==> src/rtl/gemv_result_packer_if.sv <==
// Handshake bundle between the GEMV row-result producer, the packer and the write-back path.
// The master side sources config, row vectors and out_rdy; the slave side is the packer.
interface gemv_result_packer_if #(
    parameter int PARALLEL_ROW  = 32,
    parameter int FP_WIDTH      = 16,
    parameter int OUT_LANES     = 8,
    parameter int VEC_CNT_WIDTH = 8
);
    logic [VEC_CNT_WIDTH-1:0]         cfg_vec_num;
    logic                             cfg_vld;
    logic                             cfg_rdy;
    logic [PARALLEL_ROW*FP_WIDTH-1:0] fp_macro_result;
    logic                             fp_macro_result_vld;
    logic                             fp_macro_result_rdy;
    logic [OUT_LANES*FP_WIDTH-1:0]    out_data;
    logic                             out_vld;
    logic                             out_rdy;
    logic                             out_last_beat;
    logic                             out_last;
    logic                             busy;
    logic                             done;

    modport master (
        output cfg_vec_num, cfg_vld, fp_macro_result, fp_macro_result_vld, out_rdy,
        input  cfg_rdy, fp_macro_result_rdy, out_data, out_vld, out_last_beat, out_last, busy, done
    );

    modport slave (
        input  cfg_vec_num, cfg_vld, fp_macro_result, fp_macro_result_vld, out_rdy,
        output cfg_rdy, fp_macro_result_rdy, out_data, out_vld, out_last_beat, out_last, busy, done
    );
endinterface

==> src/rtl/gemv_result_packer.sv <==
// Ping-pong buffer of two bf16 row vectors, drained as OUT_LANES-wide beats with
// vector/job boundary tags and a done pulse when the configured vector count has left.
module gemv_result_packer #(
    parameter int PARALLEL_ROW  = 32,
    parameter int FP_WIDTH      = 16,
    parameter int OUT_LANES     = 8,
    parameter int VEC_CNT_WIDTH = 8
) (
    input logic              clk,
    input logic              rst,
    gemv_result_packer_if.slave bus
);
    localparam int BEATS  = PARALLEL_ROW / OUT_LANES;
    localparam int VEC_W  = PARALLEL_ROW * FP_WIDTH;
    localparam int BEAT_W = OUT_LANES * FP_WIDTH;
    localparam logic [VEC_CNT_WIDTH-1:0] LAST_BEAT = VEC_CNT_WIDTH'(BEATS - 1);
    localparam logic [VEC_CNT_WIDTH-1:0] CNT_ONE   = VEC_CNT_WIDTH'(1);

    typedef enum logic [0:0] {
        IDLE = 1'b0,
        RUN  = 1'b1
    } state_t;

    state_t                   state_r;
    logic [VEC_CNT_WIDTH-1:0] vec_num_r;
    logic [VEC_CNT_WIDTH-1:0] in_vec_cnt_r;
    logic [VEC_CNT_WIDTH-1:0] out_vec_cnt_r;
    logic [VEC_CNT_WIDTH-1:0] beat_r;
    logic [1:0]               buf_count_r;
    logic                     wr_ptr_r;
    logic                     rd_ptr_r;
    logic                     done_r;
    logic [VEC_W-1:0]         slot_r [2];

    logic              push_s;
    logic              pop_s;
    logic              free_s;
    logic              last_vec_s;
    logic              out_vld_s;
    logic              in_rdy_s;
    logic              last_beat_s;
    logic [BEAT_W-1:0] beat_data_s;

    // Handshake qualifiers and the head-slot beat view; every term is a function of registers or inputs.
    always_comb begin
        out_vld_s   = (buf_count_r != 2'd0);
        in_rdy_s    = (state_r == RUN) && (buf_count_r < 2'd2) && (in_vec_cnt_r < vec_num_r);
        push_s      = bus.fp_macro_result_vld && in_rdy_s;
        pop_s       = out_vld_s && bus.out_rdy;
        last_beat_s = out_vld_s && (beat_r == LAST_BEAT);
        free_s      = pop_s && (beat_r == LAST_BEAT);
        last_vec_s  = (out_vec_cnt_r == (vec_num_r - CNT_ONE));
        if (out_vld_s) begin
            beat_data_s = slot_r[rd_ptr_r][int'(beat_r) * BEAT_W +: BEAT_W];
        end else begin
            beat_data_s = '0;
        end
    end

    assign bus.cfg_rdy             = (state_r == IDLE);
    assign bus.busy                = (state_r == RUN);
    assign bus.done                = done_r;
    assign bus.fp_macro_result_rdy = in_rdy_s;
    assign bus.out_vld             = out_vld_s;
    assign bus.out_data            = beat_data_s;
    assign bus.out_last_beat       = last_beat_s;
    assign bus.out_last            = last_beat_s && last_vec_s;

    // Job FSM, ping-pong storage, counters and the completion pulse.
    always_ff @(posedge clk or posedge rst) begin
        if (rst) begin
            state_r       <= IDLE;
            vec_num_r     <= '0;
            in_vec_cnt_r  <= '0;
            out_vec_cnt_r <= '0;
            beat_r        <= '0;
            buf_count_r   <= 2'd0;
            wr_ptr_r      <= 1'b0;
            rd_ptr_r      <= 1'b0;
            done_r        <= 1'b0;
            slot_r[0]     <= '0;
            slot_r[1]     <= '0;
        end else begin
            done_r <= 1'b0;
            case (state_r)
                IDLE: begin
                    if (bus.cfg_vld) begin
                        if (bus.cfg_vec_num != '0) begin
                            state_r       <= RUN;
                            vec_num_r     <= bus.cfg_vec_num;
                            in_vec_cnt_r  <= '0;
                            out_vec_cnt_r <= '0;
                            beat_r        <= '0;
                            wr_ptr_r      <= 1'b0;
                            rd_ptr_r      <= 1'b0;
                        end else begin
                            // An empty job completes immediately without touching the buffer.
                            done_r <= 1'b1;
                        end
                    end
                end
                RUN: begin
                    if (push_s) begin
                        slot_r[wr_ptr_r] <= bus.fp_macro_result;
                        wr_ptr_r         <= ~wr_ptr_r;
                        in_vec_cnt_r     <= in_vec_cnt_r + CNT_ONE;
                    end
                    if (pop_s) begin
                        if (free_s) begin
                            beat_r        <= '0;
                            rd_ptr_r      <= ~rd_ptr_r;
                            out_vec_cnt_r <= out_vec_cnt_r + CNT_ONE;
                            if (last_vec_s) begin
                                state_r <= IDLE;
                                done_r  <= 1'b1;
                            end
                        end else begin
                            beat_r <= beat_r + CNT_ONE;
                        end
                    end
                    // A push and a slot release in the same cycle cancel out.
                    buf_count_r <= buf_count_r + {1'b0, push_s} - {1'b0, free_s};
                end
                default: begin
                    state_r <= IDLE;
                end
            endcase
        end
    end
endmodule
==> src/flat_wrapper.sv <==
// flat-port wrapper written by rule: the top's interface ports become plain ports
module gemv_result_packer_flat 
#(
    parameter int PARALLEL_ROW  = 32,
    parameter int FP_WIDTH      = 16,
    parameter int OUT_LANES     = 8,
    parameter int VEC_CNT_WIDTH = 8
)
  (clk, rst, bus_cfg_vec_num, bus_cfg_vld, bus_fp_macro_result, bus_fp_macro_result_vld, bus_out_rdy, bus_cfg_rdy, bus_fp_macro_result_rdy, bus_out_data, bus_out_vld, bus_out_last_beat, bus_out_last, bus_busy, bus_done);
  gemv_result_packer_if #(.PARALLEL_ROW(PARALLEL_ROW), .FP_WIDTH(FP_WIDTH), .OUT_LANES(OUT_LANES), .VEC_CNT_WIDTH(VEC_CNT_WIDTH)) bus_i ();
  input logic clk;
  input logic rst;
  input wire logic [$bits(bus_i.cfg_vec_num)-1:0] bus_cfg_vec_num;
  input wire logic [$bits(bus_i.cfg_vld)-1:0] bus_cfg_vld;
  input wire logic [$bits(bus_i.fp_macro_result)-1:0] bus_fp_macro_result;
  input wire logic [$bits(bus_i.fp_macro_result_vld)-1:0] bus_fp_macro_result_vld;
  input wire logic [$bits(bus_i.out_rdy)-1:0] bus_out_rdy;
  output wire logic [$bits(bus_i.cfg_rdy)-1:0] bus_cfg_rdy;
  output wire logic [$bits(bus_i.fp_macro_result_rdy)-1:0] bus_fp_macro_result_rdy;
  output wire logic [$bits(bus_i.out_data)-1:0] bus_out_data;
  output wire logic [$bits(bus_i.out_vld)-1:0] bus_out_vld;
  output wire logic [$bits(bus_i.out_last_beat)-1:0] bus_out_last_beat;
  output wire logic [$bits(bus_i.out_last)-1:0] bus_out_last;
  output wire logic [$bits(bus_i.busy)-1:0] bus_busy;
  output wire logic [$bits(bus_i.done)-1:0] bus_done;
  assign bus_i.cfg_vec_num = bus_cfg_vec_num;
  assign bus_i.cfg_vld = bus_cfg_vld;
  assign bus_i.fp_macro_result = bus_fp_macro_result;
  assign bus_i.fp_macro_result_vld = bus_fp_macro_result_vld;
  assign bus_i.out_rdy = bus_out_rdy;
  assign bus_cfg_rdy = bus_i.cfg_rdy;
  assign bus_fp_macro_result_rdy = bus_i.fp_macro_result_rdy;
  assign bus_out_data = bus_i.out_data;
  assign bus_out_vld = bus_i.out_vld;
  assign bus_out_last_beat = bus_i.out_last_beat;
  assign bus_out_last = bus_i.out_last;
  assign bus_busy = bus_i.busy;
  assign bus_done = bus_i.done;
  gemv_result_packer #(.PARALLEL_ROW(PARALLEL_ROW), .FP_WIDTH(FP_WIDTH), .OUT_LANES(OUT_LANES), .VEC_CNT_WIDTH(VEC_CNT_WIDTH)) u_core (.clk(clk), .rst(rst), .bus(bus_i));
endmodule
==> config.mk <==
export PLATFORM = sky130hd
export DESIGN_NAME = gemv_result_packer_flat
export DESIGN_NICKNAME = d
export VERILOG_FILES = /design/src/rtl/gemv_result_packer_if.sv /design/src/rtl/gemv_result_packer.sv /design/src/flat_wrapper.sv
export SDC_FILE = /design/constraint.sdc
export NUM_CORES = 2
export LEC_CHECK = 0
export BUFFER_PORTS_ARGS = -buffer_cell sky130_fd_sc_hd__buf_2
export CELL_PAD_IN_SITES_DETAIL_PLACEMENT = 0
export CELL_PAD_IN_SITES_GLOBAL_PLACEMENT = 1
export CORE_UTILIZATION = 45
export CTS_CLUSTER_SIZE = 8
export DETAILED_ROUTE_END_ITERATION = 10
export PLACE_DENSITY = 0.79
export SYNTH_ARGS = -nofsm -noshare
export SYNTH_HDL_FRONTEND = slang
export SYNTH_SLANG_ARGS = --single-unit
==> constraint.sdc <==
create_clock -name clk -period 30.5 [get_ports clk]
set_input_delay 1.525 -clock clk [delete_from_list [all_inputs] [get_ports clk]]
set_output_delay 1.525 -clock clk [all_outputs]
set_load 0.05 [all_outputs]
==> flow_results.xml <==
<?xml version="1.0" encoding="UTF-8"?>
<metrics>
  <group name="run_status">
    <metric name="status" unit="">finished clean</metric>
  </group>
  <group name="timing">
    <metric name="finalSetupViolCount" unit="">0</metric>
    <metric name="max_slew.worst_pin.slew" unit="ps">1170</metric>
    <metric name="timing_max_transition_violations_final" unit="">0</metric>
    <metric name="grt_setup_unrepaired" unit="">no</metric>
    <metric name="post-route-period-util" unit="%">21.3</metric>
    <metric name="timing.final.hold_violations" unit="">0</metric>
    <metric name="max_clock_freq" unit="MHz">154</metric>
    <metric name="hold-worst-slack" unit="ps">475</metric>
    <metric name="fin_setup_tns" unit="ps">0</metric>
    <metric name="clock_skew" unit="ps">24.3</metric>
    <metric name="minimum_clock_period" unit="ps">6500</metric>
    <metric name="final.setup.worst_slack" unit="ps">24000</metric>
    <metric name="worst_slew_margin_rel" unit="%">21.2</metric>
  </group>
  <group name="clocking">
    <metric name="cts.hold.buffers_added" unit="">0</metric>
    <metric name="number_of_buffers_inserted_by_post_cts_setup_repair" unit="">0</metric>
    <metric name="worstSkewPairLatency" unit="ps">740</metric>
    <metric name="htree_num_levels" unit="">4</metric>
    <metric name="cts.repair.resized" unit="">0</metric>
    <metric name="clock_tree.root_cell" unit="">sky130_fd_sc_hd__clkbuf_16</metric>
    <metric name="clkTransAtPathRegs" unit="ps">50</metric>
    <metric name="cts_buffers" unit="">151</metric>
    <metric name="cts_sinks" unit="">1062</metric>
    <metric name="clk_path_buf_depth" unit="">3</metric>
    <metric name="cts_tree" unit="">done</metric>
  </group>
  <group name="final_layout">
    <metric name="design.final.nets" unit="">4200</metric>
    <metric name="final_common_cell" unit="">sky130_fd_sc_hd__dfrtp_1</metric>
    <metric name="most-common-layout-cells" unit="">sky130_fd_sc_hd__dfrtp_1 (1,059), sky130_fd_sc_hd__mux2_4 (670), sky130_fd_sc_hd__buf_2 (659)</metric>
    <metric name="area_growth_syn_to_layout" unit="%">15.3</metric>
    <metric name="final_layout_size_suffix_gt1_share" unit="%">55.6</metric>
    <metric name="num-fill-cells" unit="">9269</metric>
    <metric name="final-seq-area" unit="sq um">26600</metric>
    <metric name="postLayoutCoreUtil" unit="%">52.5</metric>
    <metric name="final_design_area_no_fill" unit="sq um">59200</metric>
    <metric name="multiInputGateArea" unit="sq um">22800</metric>
  </group>
  <group name="power">
    <metric name="power.share.clock" unit="%">20.6</metric>
    <metric name="cell_pwr_density" unit="nW/um^2">123</metric>
    <metric name="share_seq_of_total_power" unit="%">35.1</metric>
    <metric name="power.share.switching" unit="%">34.7</metric>
    <metric name="comb_power_share" unit="%">44.3</metric>
    <metric name="max-vdd-ir-drop" unit="uV">75.6</metric>
    <metric name="cellLeakagePower" unit="nW">27.3</metric>
    <metric name="switchingPower" unit="mW">2.53</metric>
    <metric name="p_int" unit="mW">4.75</metric>
  </group>
  <group name="hold_path">
    <metric name="min_from" unit="">u_core.slot_r[36]$_DFFE_PP0P_</metric>
    <metric name="worstHoldPathType" unit="">reg2reg</metric>
    <metric name="hold-path-cell-count" unit="">1</metric>
    <metric name="timing.hold.worst_endpoint" unit="">u_core.slot_r[36]$_DFFE_PP0P_</metric>
  </group>
  <group name="setup_path">
    <metric name="worstReg2RegStart" unit="">u_core.in_vec_cnt_r[5]$_DFFE_PP0P_</metric>
    <metric name="worst_path_most_repeated_cell" unit="">sky130_fd_sc_hd__buf_4</metric>
    <metric name="r2r.worst_path.cells" unit="">12</metric>
    <metric name="setup.worst_path.end_class" unit="">flop</metric>
    <metric name="ff2ff_setup_slack" unit="ps">24000</metric>
    <metric name="crit_required" unit="ps">31090</metric>
    <metric name="critPathLaunchType" unit="">flop</metric>
    <metric name="cpMaxStageDelayCell" unit="">sky130_fd_sc_hd__buf_4</metric>
    <metric name="timing_worst_setup_path_type" unit="">reg2reg</metric>
    <metric name="worstReg2RegEnd" unit="">u_core.slot_r[54]$_DFFE_PP0P_</metric>
    <metric name="critical_path.max_fanout" unit="">62</metric>
    <metric name="critical_path.max_stage_delay" unit="ps">960</metric>
    <metric name="critPathArrivalTime" unit="ps">7100</metric>
    <metric name="series_of_cell_instances_along_the_critical_path" unit="">ha_1, a21o_1, a21o_1, a2111o_1, a21o_4, clkinv_2, and3_4, buf_4, buf_4, buf_4, buf_4, mux2_1</metric>
  </group>
  <group name="synthesis">
    <metric name="synth_nets" unit="">3549</metric>
    <metric name="ys_warn_count" unit="">0</metric>
    <metric name="netlist_instances" unit="">3011</metric>
    <metric name="ys.flop_type" unit="">sky130_fd_sc_hd__dfrtp_1</metric>
    <metric name="synth.distinct_cells" unit="">52</metric>
    <metric name="synth.yosys.seq_area_share" unit="%">51.7</metric>
    <metric name="async_reset_ff_share" unit="%">100</metric>
    <metric name="synth_enable_flop_cells" unit="">0</metric>
    <metric name="postSynthRegisterBits" unit="">1062</metric>
    <metric name="synth.cell_area" unit="sq um">51400</metric>
    <metric name="synth_area_per_cell" unit="sq um">17.1</metric>
  </group>
  <group name="global_route">
    <metric name="antenna_found_initial" unit="">78</metric>
    <metric name="globalRouteOverflowTotal" unit="">0</metric>
    <metric name="grt_util_all_layers" unit="%">21.7</metric>
    <metric name="vias_in_the_first_global_route" unit="">31144</metric>
    <metric name="grt_pass1_wl" unit="mm">194</metric>
    <metric name="grt_start_max_net_pins" unit="">174</metric>
  </group>
  <group name="placed_design">
    <metric name="gp_routability_congestion" unit="">0.797</metric>
    <metric name="place_area" unit="sq um">55000</metric>
    <metric name="numPortBuffers" unit="">659</metric>
    <metric name="hpwlAfterDp" unit="mm">82.1</metric>
    <metric name="dpl_worst_slack" unit="ps">24050</metric>
  </group>
  <group name="floorplan">
    <metric name="die_width" unit="um">340</metric>
    <metric name="initial_core_util" unit="%">45.6</metric>
    <metric name="fp.dieArea" unit="sq um">116000</metric>
    <metric name="boundaryPins" unit="">660</metric>
    <metric name="placementRows" unit="">123</metric>
    <metric name="core" unit="sq um">113000</metric>
    <metric name="die_h" unit="um">340</metric>
  </group>
  <group name="detailed_routing">
    <metric name="wl_per_cell" unit="um">23.9</metric>
    <metric name="detail_route.vias_per_cell" unit="">5.46</metric>
    <metric name="routed_wl" unit="mm">125</metric>
    <metric name="count_of_routing_violations_after_the_opening_detailed_route_iteration" unit="">1436</metric>
    <metric name="drtAntennaViolNets" unit="">0</metric>
    <metric name="detailroute.via_count" unit="">28461</metric>
    <metric name="remaining_drc_errors" unit="">0</metric>
    <metric name="dr.pass1.iters" unit="">4</metric>
  </group>
  <group name="job">
    <metric name="max_cap_violations" unit="">0</metric>
  </group>
</metrics>
sequential cells by signal, summed over array words and instances (netlist names), 2 cells and up:
| register | cells |
|---|---|
| u_core.in_vec_cnt_r | 8 |
| u_core.vec_num_r | 8 |
| u_core.beat_r | 8 |
| u_core.slot_r | 1024 |
| u_core.buf_count_r | 2 |
| u_core.out_vec_cnt_r | 8 |
cell type report:
class | instances | share of cell area [%]
antenna | 35 | 0.148
clock buffer | 159 | 6.55
clock inverter | 14 | 0.368
inverter | 18 | 0.123
multi-input combinational | 1724 | 38.5
sequential | 1062 | 44.9
tap | 1500 | 3.17
timing repair buffer | 705 | 6.28
power by group through the flow:
stage          logic, mW  registers, mW  clock network [mW]
2_1_floorplan       2.77           2.40                   0
3_3_place_gp        3.20           2.53                   0
3_5_place_dp        3.26           2.55                   0
4_1_cts             3.26           2.55                1.54
5_1_grt             3.43           2.64                1.59
6_report            3.23           2.55                1.50
Yosys cell counts (all sizes together) (2+ instances only):
cell / number / area share, %
and4: 2 / 0.034
a21o: 3 / 0.058
nand2: 30 / 0.22
nand2b: 3 / 0.037
mux4: 256 / 11
o31ai: 4 / 0.058
nor3: 3 / 0.029
buf: 159 / 3.5
nor4: 3 / 0.037
dfrtp: 1062 / 52
o21ai: 29 / 0.28
xor2: 10 / 0.17
inv: 17 / 0.12
xnor2: 10 / 0.17
nand3: 10 / 0.097
a21oi: 3 / 0.029
or4: 3 / 0.044
nor2b: 5 / 0.061
a2111oi: 2 / 0.034
nand4: 11 / 0.13
or2: 2 / 0.024
mux2i: 131 / 2.6
ha: 13 / 0.32
clkbuf: 48 / 0.35
mux2: 1024 / 27
nor2: 148 / 1.1
and3: 5 / 0.071
worst max-delay path: cells and delay by family (launching register included):
kind	cells	cell delay, ps
adders and majority gates	1	320
AOI/OAI and AO/OA	4	1040
DFF	1	410
and+or+nand+nor	1	620
buffers and inverters	5	3350
muxes	1	400
cell families (layout without fill, tap and decap cells):
kind of cell,Yosys count,count (layout),share of synthesized area [%]
and+or+nand+nor,228,228,1.92
buffers and inverters,225,896,3.97
DFF,1062,1062,51.7
other,0,35,0
muxes,1411,1411,41.1
xor gates and xnor gates,20,20,0.341
AOI/OAI and AO/OA,52,52,0.643
adders and majority gates,13,13,0.316
worst max path at each step:
stage,from,end,slack (ps)
4_1_cts,u_core.in_vec_cnt_r[5]$_DFFE_PP0P_,u_core.slot_r[54]$_DFFE_PP0P_,24000
2_1_floorplan,rst,u_core.beat_r[0]$_DFFE_PP0P_,14330
6_report,u_core.in_vec_cnt_r[5]$_DFFE_PP0P_,u_core.slot_r[54]$_DFFE_PP0P_,24000
3_3_place_gp,u_core.in_vec_cnt_r[5]$_DFFE_PP0P_,u_core.slot_r[60]$_DFFE_PP0P_,24040
5_1_grt,u_core.in_vec_cnt_r[5]$_DFFE_PP0P_,u_core.slot_r[54]$_DFFE_PP0P_,23700
3_5_place_dp,u_core.in_vec_cnt_r[5]$_DFFE_PP0P_,u_core.slot_r[54]$_DFFE_PP0P_,24050
routing by layer:
layer	part of all wire (%)	routed length [um]	track usage, %	vias up
li1	-	-	-	12394
met1	42	52600	28.6	15053
met2	49	60900	34.6	693
met3	6.0	7460	6.16	253
met4	2.6	3230	7.09	68
met5	0.36	449	0	-
stage by stage:
stage	std cells	power (mW)
2_1_floorplan	3011	5.17
3_3_place_gp	5009	5.74
3_5_place_dp	5009	5.81
4_1_cts	5182	7.35
5_1_grt	5208	7.66
6_report	5217	7.28
No activity file was read; power rests on OpenSTA's default activity.
